<file path="src/rtl/pcg_noise_pkg.sv">
`default_nettype none
// +--------------------------------------------------------------------------+
// | pcg_noise_pkg                                                            |
// | Shared types and default generator constants for the PCG noise injector.|
// | Revision: 1.0                                                            |
// +--------------------------------------------------------------------------+
package pcg_noise_pkg;

    typedef enum logic [1:0] {
        MODE_OFF    = 2'b00,
        MODE_CONT   = 2'b01,
        MODE_BURST  = 2'b10,
        MODE_SPARSE = 2'b11
    } mode_e;

    typedef enum logic {
        BURST_IDLE   = 1'b0,
        BURST_ACTIVE = 1'b1
    } burst_state_e;

    localparam int unsigned c_mult_default     = 12829;
    localparam int unsigned c_inc_default      = 47989;
    localparam int unsigned c_out_mult_default = 62169;
    localparam int unsigned c_seed_default     = 4356;

endpackage
`default_nettype wire

</file>
<file path="src/rtl/pcg_gen.sv">
`default_nettype none
// +--------------------------------------------------------------------------+
// | pcg_gen                                                                  |
// | LCG state register with an xorshift-multiply output permutation.        |
// | Revision: 1.0                                                            |
// +--------------------------------------------------------------------------+
module pcg_gen
    import pcg_noise_pkg::*;
#(
    parameter int unsigned STATE_W  = 16,
    parameter int unsigned NOISE_W  = 8,
    parameter int unsigned MULT     = c_mult_default,
    parameter int unsigned INC      = c_inc_default,
    parameter int unsigned OUT_MULT = c_out_mult_default,
    parameter int unsigned SEED     = c_seed_default
) (
    input  logic               clk,
    input  logic               rst,
    input  logic               seed_load,
    input  logic [STATE_W-1:0] seed_data,
    output logic [NOISE_W-1:0] noise
);

    localparam logic [STATE_W-1:0] c_mult     = STATE_W'(MULT);
    localparam logic [STATE_W-1:0] c_inc      = STATE_W'(INC);
    localparam logic [STATE_W-1:0] c_out_mult = STATE_W'(OUT_MULT);
    localparam logic [STATE_W-1:0] c_seed     = STATE_W'(SEED);

    logic [STATE_W-1:0] state_q;
    logic [STATE_W-1:0] state_d;
    logic [NOISE_W-1:0] noise_q;
    logic [NOISE_W-1:0] noise_d;
    logic [STATE_W-1:0] lcg_next;
    logic [STATE_W-1:0] mixed;
    logic [STATE_W-1:0] permuted;
    logic [3:0]         shift_amt;

    // The output is permuted from the current state, so noise trails state by one edge.
    always_comb begin
        lcg_next  = state_q * c_mult + c_inc;
        shift_amt = {1'b0, state_q[STATE_W-1 -: 3]} + 4'd3;
        mixed     = (state_q >> shift_amt) ^ state_q;
        permuted  = mixed * c_out_mult;
        state_d   = lcg_next;
        noise_d   = NOISE_W'(permuted >> (STATE_W - NOISE_W));
        if (seed_load) begin
            state_d = seed_data;
            noise_d = '0;
        end
    end

    always_ff @(posedge clk or posedge rst) begin
        if (rst) begin
            state_q <= c_seed;
            noise_q <= '0;
        end else begin
            state_q <= state_d;
            noise_q <= noise_d;
        end
    end

    assign noise = noise_q;

endmodule
`default_nettype wire

</file>
<file path="src/rtl/pcg_noise_injector.sv">
`default_nettype none
// +--------------------------------------------------------------------------+
// | pcg_noise_injector                                                       |
// | Mode-gated, masked PCG noise XORed onto a registered pass-through bus.  |
// | Revision: 1.0                                                            |
// +--------------------------------------------------------------------------+
module pcg_noise_injector
    import pcg_noise_pkg::*;
#(
    parameter int unsigned STATE_W  = 16,
    parameter int unsigned NOISE_W  = 8,
    parameter int unsigned DATA_W   = 8,
    parameter int unsigned BURST_W  = 8,
    parameter int unsigned MULT     = c_mult_default,
    parameter int unsigned INC      = c_inc_default,
    parameter int unsigned OUT_MULT = c_out_mult_default,
    parameter int unsigned SEED     = c_seed_default
) (
    input  logic               clk,
    input  logic               rst,
    input  logic [1:0]         mode,
    input  logic               trigger,
    input  logic [BURST_W-1:0] burst_len,
    input  logic               seed_valid,
    input  logic [STATE_W-1:0] seed_data,
    output logic               seed_ready,
    input  logic [DATA_W-1:0]  mask,
    input  logic [DATA_W-1:0]  din,
    output logic [DATA_W-1:0]  dout,
    output logic [NOISE_W-1:0] noise,
    output logic               busy
);

    burst_state_e       bstate_q;
    burst_state_e       bstate_d;
    logic [BURST_W-1:0] burst_cnt_q;
    logic [BURST_W-1:0] burst_cnt_d;
    logic [DATA_W-1:0]  dout_q;
    logic [DATA_W-1:0]  dout_d;
    logic [DATA_W-1:0]  nbit;
    logic [NOISE_W-1:0] noise_w;
    mode_e              mode_w;
    logic               gate;
    logic               seed_accept;
    logic               burst_mode;
    logic               len_zero;

    assign mode_w      = mode_e'(mode);
    assign burst_mode  = (mode_w == MODE_BURST);
    assign len_zero    = (burst_len == '0);
    assign busy        = (bstate_q == BURST_ACTIVE);
    assign seed_ready  = ~busy;
    assign seed_accept = seed_valid & seed_ready;

    pcg_gen #(
        .STATE_W  (STATE_W),
        .NOISE_W  (NOISE_W),
        .MULT     (MULT),
        .INC      (INC),
        .OUT_MULT (OUT_MULT),
        .SEED     (SEED)
    ) u_gen (
        .clk       (clk),
        .rst       (rst),
        .seed_load (seed_accept),
        .seed_data (seed_data),
        .noise     (noise_w)
    );

    // Replicate the noise word across the data bus when DATA_W exceeds NOISE_W.
    generate
        for (genvar i = 0; i < DATA_W; i++) begin : g_spread
            assign nbit[i] = noise_w[i % NOISE_W];
        end
    endgenerate

    always_comb begin
        bstate_d    = bstate_q;
        burst_cnt_d = burst_cnt_q;
        case (bstate_q)
            BURST_IDLE: begin
                if (burst_mode && trigger && !len_zero) begin
                    bstate_d    = BURST_ACTIVE;
                    burst_cnt_d = burst_len;
                end
            end
            BURST_ACTIVE: begin
                // Leaving BURST mode or retriggering with a zero length aborts the burst.
                if (!burst_mode || (trigger && len_zero)) begin
                    bstate_d    = BURST_IDLE;
                    burst_cnt_d = '0;
                end else if (trigger) begin
                    burst_cnt_d = burst_len;
                end else if (burst_cnt_q == BURST_W'(1)) begin
                    bstate_d    = BURST_IDLE;
                    burst_cnt_d = '0;
                end else begin
                    burst_cnt_d = burst_cnt_q - BURST_W'(1);
                end
            end
            default: begin
                bstate_d    = BURST_IDLE;
                burst_cnt_d = '0;
            end
        endcase
    end

    always_comb begin
        gate = 1'b0;
        case (mode_w)
            MODE_OFF:    gate = 1'b0;
            MODE_CONT:   gate = 1'b1;
            MODE_BURST:  gate = busy;
            MODE_SPARSE: gate = (noise_w[NOISE_W-1 -: 2] == 2'b11);
            default:     gate = 1'b0;
        endcase
        dout_d = din ^ (nbit & mask & {DATA_W{gate}});
    end

    always_ff @(posedge clk or posedge rst) begin
        if (rst) begin
            bstate_q    <= BURST_IDLE;
            burst_cnt_q <= '0;
            dout_q      <= '0;
        end else begin
            bstate_q    <= bstate_d;
            burst_cnt_q <= burst_cnt_d;
            dout_q      <= dout_d;
        end
    end

    assign dout  = dout_q;
    assign noise = noise_w;

endmodule
`default_nettype wire

</file>
<file path="config.mk">
export PLATFORM = sky130hd
export DESIGN_NAME = pcg_noise_injector
export DESIGN_NICKNAME = d
export VERILOG_FILES = /design/src/rtl/pcg_noise_pkg.sv /design/src/rtl/pcg_gen.sv /design/src/rtl/pcg_noise_injector.sv
export SDC_FILE = /design/constraint.sdc
export NUM_CORES = 1
export LEC_CHECK = 0
export BUFFER_PORTS_ARGS = -buffer_cell sky130_fd_sc_hd__buf_2
export CORE_ASPECT_RATIO = 0.9
export CORE_MARGIN = 2
export CORE_UTILIZATION = 35
export DETAILED_ROUTE_END_ITERATION = 10
export PLACE_DENSITY = 0.5
export SYNTH_ARGS = -nofsm -noshare
export SYNTH_HDL_FRONTEND = slang
export SYNTH_SLANG_ARGS = --single-unit
</file>
<file path="constraint.sdc">
create_clock -name clk -period 7.06 [get_ports clk]
set_clock_uncertainty 0.05 [all_clocks]
set_input_delay 1.059 -clock clk [delete_from_list [all_inputs] [get_ports clk]]
set_output_delay 1.059 -clock clk [all_outputs]
set_load 0.005 [all_outputs]
</file>
==> run_results.csv <==
group,metric,value,unit
status,status,"complete, no violations",
clock_tree,hold_buffers,0,
drt,vias,4364,
final_layout,fillCellCount,1768,
setup_path,arrival,6600,ps
setup_path,crit_type,"register to register",
setup_path,cp-startpoint,"u_gen.state_q[14]",
drt,drc,0,
drt,drt-initial-drc-count,140,
synth,ys.flop_type,"dfrtp_1",
sta,max_freq,0.153,GHz
final_layout,final_nets,930,
sta,fin_setup_tns,0,ps
clock_tree,clock_sinks,41,
setup_path,endpoint,"u_gen.noise[7]",
die,rows,46,
setup_path,r2r_end,"u_gen.noise[7]",
hold_path,hold_path.class,"register to register",
sta,slew_violations,0,
grt,grt_pass1_wl,22.2,mm
sta,hold_violations,0,
synth,syn_inst,642,
die,io_pins,64,
sta,relSlewSlack,39.5,%
synth,yosysWarningCount,0,
setup_path,crit_required,7140,ps
drt,vias_per_cell,4.62,
die,start_util,35.5,%
clock_tree,cts_tree,"built",
grt,overflow,0,
grt,antenna_found_initial,0,
clock_tree,cts-resized-gates,0,
grt,gr-usage-all-layers,14.8,%
grt,grt_pass1_vias,4545,
sta,period_needed,6520,ps
job,drv_cap,0,
hold_path,hold_depth,2,
sta,rsz0062_at_grt,"false",
sta,worst_pin_slew,907,ps
drt,routed_wl,13.3,mm
setup_path,r2r-start,"u_gen.state_q[14]",
synth,yosysSeqAreaShare,16.5,%
synth,syn_nets,869,
clock_tree,clock_latency,290,ps
clock_tree,cts_root_buf,"clkbuf_16",
drt,firstDrtPassIters,4,
drt,drtAntennaViolNets,0,
die,die_h,131,um
clock_tree,clock_path_buffers,2,
die,core-area,17600,sq um
final_layout,area_growth,11.6,%
synth,ys_types,52,
clock_tree,cts_max_level,2,
final_layout,antenna_cells,0,
clock_tree,cts_setup_buffers,0,
die,design.die.area,18900,sq um
placement,hpwl,11.2,mm
sta,setup_violations,0,
synth,avgSynthCellArea,9.72,sq um
placement,port_buffers,63,
final_layout,drive_gt1_share,12.5,%
setup_path,cp_max_fo,24,
placement,gp_congestion,0.822,
setup_path,r2r_setup_slack,540,ps
synth,synth_area,6240,sq um
die,die_w,145,um
sta,fin_crit_sh,92.3,%
synth,async_flop_share,100,%
clock_tree,clk_pin_slew,70,ps
setup_path,crit_path_start_kind,"register",
setup_path,rr_worst_depth,20,
setup_path,cp-end-kind,"register",
clock_tree,cts_buffers,5,
synth,synth_edf_count,0,
drt,routedWlPerCell,14.1,um
grt,grt_max_degree,42,
synth,ys_ff_latch,41,
-- worst max-delay path: stages, from the launching register on --
cell and delay [ps]:
dfrtp_1 940, mux2i_1 250, mux4_2 540, xnor2_1 450, ha_1 370, inv_1 90
fa_1 440, fa_1 550, inv_1 60, fa_1 520, inv_1 50, fa_1 410
inv_1 60, ha_1 190, xor2_1 220, xnor2_1 160, xnor2_1 110, xnor2_1 250
xnor3_1 420, xor2_1 170, nor2_1 50
-- worst min path at each step --
| stage | endpoint | slack (ps) | from |
|---|---|---|---|
| 3_5_place_dp | burst_cnt_q[6] | 470 | burst_cnt_q[6] |
| 5_1_grt | burst_cnt_q[6] | 510 | burst_cnt_q[6] |
| 4_1_cts | burst_cnt_q[6] | 490 | burst_cnt_q[6] |
| 3_3_place_gp | burst_cnt_q[6] | 460 | burst_cnt_q[6] |
| 6_report | burst_cnt_q[6] | 480 | burst_cnt_q[6] |
| 2_1_floorplan | burst_cnt_q[6] | 430 | burst_cnt_q[6] |
-- cell families (layout without fill, tap and decap cells) --
group | Yosys count | count (layout) | synth area share, %
XOR/XNOR | 64 | 64 | 9.54
adder cells (fa/ha/maj) | 181 | 181 | 44.4
buffers and inverters | 154 | 216 | 9.85
AO/OA/AOI/OAI | 79 | 79 | 8.10
multiplexers | 14 | 14 | 3.09
AND/OR/NAND/NOR | 109 | 109 | 8.56
flip-flops | 41 | 41 | 16.5
-- through the flow --
step	hold slack (ps)	cell area, sq um	std cells	setup slack [ps]	util, %
3_3_place_gp	463	6790	936	637	38.7
6_report	483	6960	944	545	39.7
3_5_place_dp	473	6790	936	568	38.7
5_1_grt	512	6960	944	165	39.7
4_1_cts	490	6960	944	510	39.7
2_1_floorplan	434	6240	642	1310	-
-- final cells by class --
cell class | count | area (sq um) | area share (%)
clock inverter | 3 | 46.3 | 0.665
multi-input combinational | 447 | 4600 | 66.0
inverter | 143 | 537 | 7.71
timing repair buffer | 65 | 330 | 4.74
sequential | 41 | 1030 | 14.8
clock buffer | 5 | 125 | 1.80
tap | 240 | 300 | 4.31
-- synthesized netlist by cell type (2+ instances only) --
cell type | number | area, sq um
xnor3_1 | 2 | 45.0
nand2_1 | 36 | 135
xor2_1 | 12 | 105
a31oi_1 | 4 | 25.0
a21oi_1 | 22 | 110
mux2_2 | 2 | 22.5
o21ai_0 | 25 | 125
nor2_1 | 22 | 82.6
a221o_1 | 3 | 30.0
a21o_1 | 5 | 37.5
mux2i_1 | 8 | 80.1
or3_1 | 2 | 12.5
o22ai_1 | 2 | 12.5
nor3_1 | 8 | 40.0
nor3b_1 | 2 | 15.0
a211oi_1 | 4 | 30.0
o211ai_1 | 2 | 15.0
inv_1 | 142 | 533
ha_1 | 114 | 1430
nor2b_1 | 6 | 37.5
nand3b_1 | 2 | 15.0
buf_6 | 2 | 22.5
o21bai_1 | 4 | 30.0
dfrtp_1 | 38 | 951
xnor2_1 | 49 | 429
and2_1 | 2 | 12.5
fa_1 | 67 | 1340
nand2b_1 | 6 | 37.5
clkbuf_1 | 6 | 22.5
nand3_1 | 10 | 50.1
clkbuf_8 | 2 | 27.5
dfstp_2 | 3 | 78.8
nor4_1 | 6 | 37.5
mux4_2 | 4 | 90.1
-- registers in the layout, summed over array words and instances, names as in the netlist --
name           flops
u_gen.state_q     16
dout               8
burst_cnt_q        8
u_gen.noise        8
busy               1
-- layer usage --
metal  wire length [um]  vias to the layer above  global-route usage (%)
li1                   -                     2183                       -
met5                  0                        -                       0
met4                 47                        0                    1.20
met3                452                        4                    2.15
met2               6290                       71                    26.4
met1               6500                     2106                    19.9
-- layout by cell type, fill, tap and decap left out, types with 2 or more instances in the layout --
| cell | instances |
|---|---|
| inv_1 | 141 |
| ha_1 | 114 |
| fa_1 | 67 |
| buf_2 | 63 |
| xnor2_1 | 49 |
| dfrtp_1 | 38 |
| nand2_1 | 36 |
| o21ai_0 | 25 |
| nor2_1 | 22 |
| a21oi_1 | 22 |
| xor2_1 | 12 |
| nand3_1 | 10 |
| nor3_1 | 8 |
| mux2i_1 | 8 |
| nor4_1 | 6 |
| nand2b_1 | 6 |
| nor2b_1 | 6 |
| a21o_1 | 5 |
| clkbuf_16 | 5 |
| mux4_2 | 4 |
| a31oi_1 | 4 |
| o21bai_1 | 4 |
| a211oi_1 | 4 |
| a221o_1 | 3 |
| dfstp_2 | 3 |
| nand3b_1 | 2 |
| or3_1 | 2 |
| o211ai_1 | 2 |
| nor3b_1 | 2 |
| mux2_2 | 2 |
| o22ai_1 | 2 |
| and2_1 | 2 |
| xnor3_1 | 2 |
| buf_4 | 2 |
Power is left out: the tool's default activity adds up to more than one toggle a clock period on the data nets, which glitch-free logic cannot reach.
